===== src/rtl/pcm_to_i2s_pkg.sv =====
// Shared constants and state encoding for the PCM-to-I2S transmitter.
package pcm_to_i2s_pkg;

  localparam int unsigned DEFAULT_NUMBER_OF_BITS = 8;
  localparam int unsigned DEFAULT_SLOT_BITS      = 16;

  typedef enum logic {
    ST_IDLE = 1'b0,
    ST_RUN  = 1'b1
  } state_e;

endpackage


===== src/rtl/pcm_holding_register.sv =====
// Single-entry stereo holding register with valid/ready intake and a frame-load drain.
module pcm_holding_register
  import pcm_to_i2s_pkg::*;
#(
  parameter int unsigned NUMBER_OF_BITS = DEFAULT_NUMBER_OF_BITS
) (
  input  logic                      clk,
  input  logic                      rst_n,
  input  logic [NUMBER_OF_BITS-1:0] in_left,
  input  logic [NUMBER_OF_BITS-1:0] in_right,
  input  logic                      in_valid,
  output logic                      in_ready_c,
  input  logic                      load_i,
  output logic                      full_o,
  output logic [NUMBER_OF_BITS-1:0] left_o,
  output logic [NUMBER_OF_BITS-1:0] right_o
);

  logic                      full_q,  full_d;
  logic [NUMBER_OF_BITS-1:0] left_q,  left_d;
  logic [NUMBER_OF_BITS-1:0] right_q, right_d;

  assign in_ready_c = !full_q;
  assign full_o     = full_q;
  assign left_o     = left_q;
  assign right_o    = right_q;

  // A load empties a full register; an empty register may accept even on a load edge.
  always_comb begin
    full_d  = full_q;
    left_d  = left_q;
    right_d = right_q;
    if (load_i && full_q) begin
      full_d = 1'b0;
    end else if (in_valid && !full_q) begin
      full_d  = 1'b1;
      left_d  = in_left;
      right_d = in_right;
    end
  end

  always_ff @(posedge clk or negedge rst_n) begin
    if (!rst_n) begin
      full_q  <= 1'b0;
      left_q  <= '0;
      right_q <= '0;
    end else begin
      full_q  <= full_d;
      left_q  <= left_d;
      right_q <= right_d;
    end
  end

endmodule


===== src/rtl/pcm_to_i2s.sv =====
// I2S master transmitter: frames held PCM pairs into MSB-first slots with the one-bit WS delay.
module pcm_to_i2s
  import pcm_to_i2s_pkg::*;
#(
  parameter int unsigned NUMBER_OF_BITS = DEFAULT_NUMBER_OF_BITS,
  parameter int unsigned SLOT_BITS      = DEFAULT_SLOT_BITS
) (
  input  logic                      clk,
  input  logic                      rst_n,
  input  logic                      enable,
  input  logic [NUMBER_OF_BITS-1:0] sample_left,
  input  logic [NUMBER_OF_BITS-1:0] sample_right,
  input  logic                      sample_valid,
  output logic                      sample_ready,
  output logic                      ws,
  output logic                      sd,
  output logic                      frame_start,
  output logic                      underrun
);

  localparam int unsigned PW  = $clog2(2 * SLOT_BITS);
  localparam int unsigned CW  = $clog2(SLOT_BITS);
  localparam int unsigned PAD = SLOT_BITS - NUMBER_OF_BITS;

  localparam logic [PW-1:0] P_LAST = PW'(2 * SLOT_BITS - 1);
  localparam logic [PW-1:0] P_SLOT = PW'(SLOT_BITS);

  state_e                    state_q, state_d;
  logic [PW-1:0]             p_q, p_d;
  logic [NUMBER_OF_BITS-1:0] tx_l_q, tx_l_d;
  logic [NUMBER_OF_BITS-1:0] tx_r_q, tx_r_d;
  logic                      ws_q, ws_d;
  logic                      sd_q, sd_d;
  logic                      frame_start_q, frame_start_d;
  logic                      underrun_q, underrun_d;

  logic                      load_c;
  logic                      hold_full;
  logic [NUMBER_OF_BITS-1:0] hold_l;
  logic [NUMBER_OF_BITS-1:0] hold_r;

  logic                      right_slot;
  logic [CW-1:0]             slot_pos;
  logic [CW-1:0]             bit_idx;
  logic [SLOT_BITS-1:0]      word_l;
  logic [SLOT_BITS-1:0]      word_r;
  logic                      line_bit;

  pcm_holding_register #(
    .NUMBER_OF_BITS (NUMBER_OF_BITS)
  ) u_hold (
    .clk        (clk),
    .rst_n      (rst_n),
    .in_left    (sample_left),
    .in_right   (sample_right),
    .in_valid   (sample_valid),
    .in_ready_c (sample_ready),
    .load_i     (load_c),
    .full_o     (hold_full),
    .left_o     (hold_l),
    .right_o    (hold_r)
  );

  // Slot words are left-justified; slot position 0 replays the previous slot's LSB.
  always_comb begin
    word_l     = SLOT_BITS'(tx_l_q) << PAD;
    word_r     = SLOT_BITS'(tx_r_q) << PAD;
    right_slot = (p_q >= P_SLOT);
    slot_pos   = CW'(right_slot ? (p_q - P_SLOT) : p_q);
    bit_idx    = CW'(SLOT_BITS) - slot_pos;
    if (slot_pos == '0) begin
      line_bit = right_slot ? word_l[0] : word_r[0];
    end else begin
      line_bit = right_slot ? word_r[bit_idx] : word_l[bit_idx];
    end
  end

  always_comb begin
    state_d       = state_q;
    p_d           = p_q;
    tx_l_d        = tx_l_q;
    tx_r_d        = tx_r_q;
    ws_d          = 1'b0;
    sd_d          = 1'b0;
    frame_start_d = 1'b0;
    underrun_d    = 1'b0;
    load_c        = 1'b0;
    case (state_q)
      ST_IDLE: begin
        p_d = '0;
        if (enable) begin
          state_d = ST_RUN;
        end
      end
      ST_RUN: begin
        ws_d = right_slot;
        sd_d = line_bit;
        if (p_q == '0) begin
          frame_start_d = 1'b1;
          load_c        = 1'b1;
          if (hold_full) begin
            tx_l_d = hold_l;
            tx_r_d = hold_r;
          end else begin
            tx_l_d     = '0;
            tx_r_d     = '0;
            underrun_d = 1'b1;
          end
        end
        if (p_q == P_LAST) begin
          p_d = '0;
          // Clearing the line data makes the next run start with a zero replay bit.
          if (!enable) begin
            state_d = ST_IDLE;
            tx_l_d  = '0;
            tx_r_d  = '0;
          end
        end else begin
          p_d = p_q + PW'(1);
        end
      end
      default: state_d = ST_IDLE;
    endcase
  end

  always_ff @(posedge clk or negedge rst_n) begin
    if (!rst_n) begin
      state_q       <= ST_IDLE;
      p_q           <= '0;
      tx_l_q        <= '0;
      tx_r_q        <= '0;
      ws_q          <= 1'b0;
      sd_q          <= 1'b0;
      frame_start_q <= 1'b0;
      underrun_q    <= 1'b0;
    end else begin
      state_q       <= state_d;
      p_q           <= p_d;
      tx_l_q        <= tx_l_d;
      tx_r_q        <= tx_r_d;
      ws_q          <= ws_d;
      sd_q          <= sd_d;
      frame_start_q <= frame_start_d;
      underrun_q    <= underrun_d;
    end
  end

  assign ws          = ws_q;
  assign sd          = sd_q;
  assign frame_start = frame_start_q;
  assign underrun    = underrun_q;

endmodule


===== config.mk =====
export PLATFORM = sky130hd
export DESIGN_NAME = pcm_to_i2s
export DESIGN_NICKNAME = d
export VERILOG_FILES = /design/src/rtl/pcm_to_i2s_pkg.sv /design/src/rtl/pcm_holding_register.sv /design/src/rtl/pcm_to_i2s.sv
export SDC_FILE = /design/constraint.sdc
export NUM_CORES = 1
export LEC_CHECK = 0
export ABC_CLOCK_PERIOD_IN_PS = 1700
export CAP_MARGIN = 20
export CELL_PAD_IN_SITES_DETAIL_PLACEMENT = 0
export CELL_PAD_IN_SITES_GLOBAL_PLACEMENT = 1
export CORE_UTILIZATION = 39
export CTS_CLUSTER_DIAMETER = 150
export DETAILED_ROUTE_END_ITERATION = 8
export PLACE_DENSITY_LB_ADDON = 0.05
export SLEW_MARGIN = 5
export SYNTH_ARGS = -nofsm -noshare
export SYNTH_HDL_FRONTEND = slang
export SYNTH_SLANG_ARGS = --single-unit

===== constraint.sdc =====
create_clock -name clk -period 1.7 [get_ports clk]
set_input_delay 0.34 -clock clk [delete_from_list [all_inputs] [get_ports clk]]
set_output_delay 0.34 -clock clk [all_outputs]
set_load 0.03 [all_outputs]

; Word-level counts from Yosys, hierarchy flattened
; Index checks and enable logic that the tools add are counted.
[classes]
addsub = 3
order_cmp = 2
eq_ne = 1
mux = 29
bitwise_logic = 2
reduce_logical = 7
[op_table]
columns = op, n
row1 = 8-bit 2-to-1 mux, 8
row2 = 1-bit 2-to-1 mux, 15
row3 = 5-bit one-hot mux with 2 select lines, 1
row4 = 1-bit binary-select mux with 4-bit select, 2
row5 = 5-bit by 1-bit adder with 5-bit output (second input constant), 1
row6 = 5-bit == test (second input constant), 1
row7 = 5-bit greater-or-equal comparator (second input constant), 1
row8 = 5-bit zero test, 1
row9 = 4-bit by 5-bit less-than comparator with 1-bit output (second input constant), 1
row10 = 5-bit 2-to-1 mux, 1
row11 = 4-bit zero test, 1
row12 = 4-bit 2-to-1 mux, 1
row13 = 1-bit by 4-bit subtractor with 4-bit output (first input constant), 1
row14 = 4-bit by 1-bit subtractor with 4-bit output (second input constant), 1
row15 = 1-bit logical AND, 2
row16 = 1-bit inverter, 2
row17 = 1-bit one-hot mux with 2 select lines, 1
row18 = 2-bit AND reduction, 1
row19 = 2-bit nonzero test, 1
row20 = 1-bit zero test, 1
[word_totals]
reg_bits = 43
out_inout_bits = 5
elab_cells = 55

; Depth between registers and ports, before layout
[logic_depth]
depth_word = 8
depth_mapped = 7

; Hierarchy
; Synthesis repeated with hierarchy kept, for this count alone.
[unflattened]
cells_unflattened = 159
hier_area_um2 = 1976.9
[by_module_without_submodules]
columns = module, instances, cells_each, area_each_um2, seq_area_each_um2
row1 = pcm_to_i2s, 1, 121, 1297.5, 650.6
row2 = pcm_holding_register, 1, 38, 679.4, 425.4

; Least setup slack after synthesis
; OpenSTA, ideal clock, no wires.
[synth_path]
path_type = reg-to-reg
start = reg p_q[0]
end = reg sd_q (netlist: sd)
setup_ns = 0.120
arrival_ns = 1.693
path_slack_ns = -0.114
stages_incl_launch_ff = 7
n_path_buf = 1
path_cell_list = dfrtp_1 buf_6 inv_1 ha_1 mux4_1 mux4_2 o211a_1
[synth_between]
elab_chain_cells = 8
elab_cells_between_ends = 12
cone_classes = add/sub (2) / order compare (1) / mux (8) / reduce/logical (1)
[synth_lines]
columns = item, line
row1 = from (decl), pcm_to_i2s.sv:29  ; logic [PW-1:0] p_q, p_d;
row2 = from (signal assigned), pcm_to_i2s.sv:138  ; p_q <= p_d;
row3 = 4-bit by 1-bit subtractor with 4-bit output / 5-bit greater-or-equal comparator (equally long branches), "pcm_to_i2s.sv:69, pcm_to_i2s.sv:68"
row4 = 4-bit 2-to-1 mux, pcm_to_i2s.sv:69  ; slot_pos = CW'(right_slot ? (p_q - P_SLOT) : p_q);
row5 = 1-bit by 4-bit subtractor with 4-bit output, pcm_to_i2s.sv:70  ; bit_idx = CW'(SLOT_BITS) - slot_pos;
row6 = 1-bit binary-select mux with 4-bit select, pcm_to_i2s.sv:74  ; line_bit = right_slot ? word_r[bit_idx] : word_l[bit_idx];
row7 = 1-bit 2-to-1 mux (not written as such), pcm_to_i2s.sv:74
row8 = 1-bit 2-to-1 mux, pcm_to_i2s.sv:74
row9 = 1-bit 2-to-1 mux (*), pcm_to_i2s.sv:71  ; if (slot_pos == '0) begin
row10 = 1-bit 2-to-1 mux (*), pcm_to_i2s.sv:88  ; case (state_q)
row11 = net sd_d, pcm_to_i2s.sv:33  ; logic sd_q, sd_d;
row12 = to (signal assigned), pcm_to_i2s.sv:133  ; sd_q <= 1'b0;
row13 = to (signal assigned), pcm_to_i2s.sv:142  ; sd_q <= sd_d;
row14 = to (decl), pcm_to_i2s.sv:33
; Mark *: on every way through the listed nets, which the timed path passes. The rest lies on a longest branch. The select of a mux whose other input is x is not followed.
; A chain may end at the register's enable or synchronous reset.

; Worst setup path in the final report
; Same ends and word-level chain as after synthesis.

==> flow_summary.toml <==
[sta]
fin_skew_ns = 0.006792
setup_tns_ns = -0.09084
rsz0062_at_grt = "true"
setup_ws_ns = -0.09084
hold_violations = 0
relSlewSlack_pct = 64.25
worst_slew_pin_slew_ns = 0.5363
fin_crit_sh_pct = 105.3
period_minus_slack_ns = 1.791
fmaxAchievable_ghz = 0.5584
slew_violations = 0
setup_viol = 1

[floorplanning]
ioPinCount = 25
dieArea_um2 = 5256
die_x_um = 72.50
die_y_um = 72.50
core_area_um2 = 4755
rows = 25
start_util_pct = 40.76

[routing]
viasPerCell = 5.106
vias = 1348
antenna_left = 0
wl_per_cell_um = 14.58
wl_um = 3849
drc = 0
dr.pass1.iters = 4
drt-initial-drc-count = 39

[critical_path]
crit_required_ns = 1.88
r2r_slack_ns = -0.09
critical_path.endpoint = "sd"
rr_startpoint = "p_q[0]"
crit_path_max_fanout = 4
critPathLaunch = "p_q[0]"
criticalPathCategory = "reg2reg"
cpPeakStageDelay_ns = 0.54
critPathLaunchType = "flop"
cp-end-kind = "flop"
worstReg2RegEnd = "sd"
slowest_stage = "mux4_1"
cp.arrival_ns = 1.97
worstPathCellList = "buf_4 -> mux4_1 -> mux4_2 -> o211a_1"
r2r_cells = 4

[placement]
finalWeightedCongestion = 0.7900
port-buffer-count = 24
hpwl_um = 2698
dp_cells = 252
placed_area_um2 = 2326

[synth]
ys.flop_type = "dfrtp_1"
seq_area_frac_synth_pct = 55.52
synth.avg_cell_area_um2 = 12.19
synth_area_um2 = 1938
synth_nets = 182
netlist_instances = 159
yosysWarnings = 0
synth-edff-count = 0
synth_cell_types = 29
ys_seq_elements = 43
synthArstFlopShare_pct = 100.0

[cts]
worstSkewPairLatency_ns = 0.29
clk_pin_slew_ns = 0.08
clock_sink_count = 43
holdBufCountCts = 0
cts_max_path_buffers = 2
htreeDepth = 2
root_buffer = "clkbuf_8"
cts_tree = "yes"
numCtsBuffers = 5

[layout]
final_cell_mix = "dfrtp_1 (42), clkdlybuf4s50_1 (22), buf_4 (19)"
fin_cells = 264
synthToLayoutAreaGrowth_pct = 28.02
diodes = 0
finalInstanceArea_um2 = 2481
nets = 221
n_fill_cell = 432
final_common_cell = "dfrtp_1"
layout-drive-gt1-share_pct = 24.37

[global_route]
grt_use_total_pct = 17.12
grt_pass1_wl_um = 6817
antenna_found_initial = 0
grt_max_degree = 44
grt_overflow = 0
first_global_vias = 1473

[run]
maxCapViolCount = 0

[min_path]
hp-class = "in2async"

[pwr]
vdd_drop_max_mv = 0.8360
power_mw = 4.381
leakagePower_nw = 1.061
powerDensity_nw_per_um2 = 1766

[run_status]
status = "finished, violations left"
violations = "negative setup slack"
worst max-delay path, delay by kind of cell, from the launching register on:
| family | cells | cell delay [ns] |
|---|---|---|
| muxes | 2 | 1.01 |
| DFF | 1 | 0.40 |
| AOI/OAI and AO/OA | 1 | 0.13 |
| buffers and inverters | 1 | 0.14 |
cells by family (layout without fill, tap and decap cells):
logic type,after synthesis,count (layout),synth area share [%]
buffers and inverters,19,57,4.390
AO/OA/AOI/OAI,36,36,9.813
AND/OR/NAND/NOR,34,34,11.10
flip-flops,43,43,55.52
adder cells (fa/ha/maj),3,3,1.937
multiplexers,21,21,15.88
XOR/XNOR,3,3,1.356
metrics by stage:
step                      util, %  hold slack [ns]  setup slack [ns]
after floorplan                 -          0.04441          -0.04181
after global placement      48.92           0.4374           -0.2946
after detailed placement    48.92           0.4487           -0.3665
after CTS                   51.03           0.1354           -0.1196
after global routing        52.18           0.1610           -0.1382
final                       52.18           0.1175          -0.09084
how the worst min path moves through the flow:
stage	slack (ns)	startpoint	endpoint	cells after the start
2_1_floorplan	0.04	rst_n	frame_start	0
3_3_place_gp	0.44	rst_n	ws	2
3_5_place_dp	0.45	rst_n	ws	2
4_1_cts	0.14	rst_n	ws	2
5_1_grt	0.16	rst_n	u_hold.right_o[3]	2
6_report	0.12	rst_n	p_q[4]	2
synth_stat cells, types with 2 or more instances:
| cell type | count | share of area (%) |
|---|---|---|
| inv_1 | 7 | 1.4 |
| mux2_1 | 8 | 4.6 |
| nand2_1 | 2 | 0.39 |
| nand4_1 | 16 | 5.2 |
| ha_1 | 3 | 1.9 |
| mux4_1 | 4 | 5.4 |
| clkbuf_1 | 4 | 0.77 |
| buf_2 | 5 | 1.3 |
| a21oi_1 | 17 | 4.4 |
| xor2_1 | 2 | 0.90 |
| nand2b_1 | 2 | 0.65 |
| nor2_1 | 6 | 1.2 |
| buf_1 | 2 | 0.39 |
| o21ai_1 | 16 | 4.1 |
| and2_1 | 2 | 0.65 |
| mux2_2 | 8 | 4.6 |
| dfrtp_1 | 43 | 56 |
layout make-up:
type / instances / area (µm²) / share of cell area, %
repair buffers: 44 / 407.9 / 16.44
flip-flops and latches: 43 / 1077 / 43.42
well taps: 67 / 83.83 / 3.379
inverters: 7 / 26.28 / 1.059
multi-input cells: 97 / 813.3 / 32.78
clock buffers: 6 / 72.57 / 2.925
flip-flops by register name, summed over array words and instances, names as in the netlist, 5 cells and up:
register and cells:
p_q 5, u_hold.left_o 8, tx_r_q 8, tx_l_q 8
u_hold.right_o 8
layer usage:
| layer | share of wire, % | routed length (µm) | GRT usage (%) | vias up |
|---|---|---|---|---|
| li1 | - | - | - | 651 |
| met1 | 46 | 1760 | 22.37 | 665 |
| met2 | 50 | 1910 | 28.25 | 25 |
| met3 | 3.3 | 128 | 4.167 | 7 |
| met4 | 1.3 | 50 | 5.229 | 0 |
| met5 | 0 | 0 | 0 | - |
report_power, final:
group          internal, mW  total (mW)  switching, mW
Combinational          1.07        2.03          0.953
Clock                 0.274       0.588          0.314
Sequential             1.51        1.77          0.256
repair_timing:
item | CTS | global route
buffers inserted | 3 | 3
pin swaps | 0 | 2
setup endpoints to repair | 17 | 15
resized for setup | 4 | 6
Note: power is estimated with default switching activity, not from simulation.
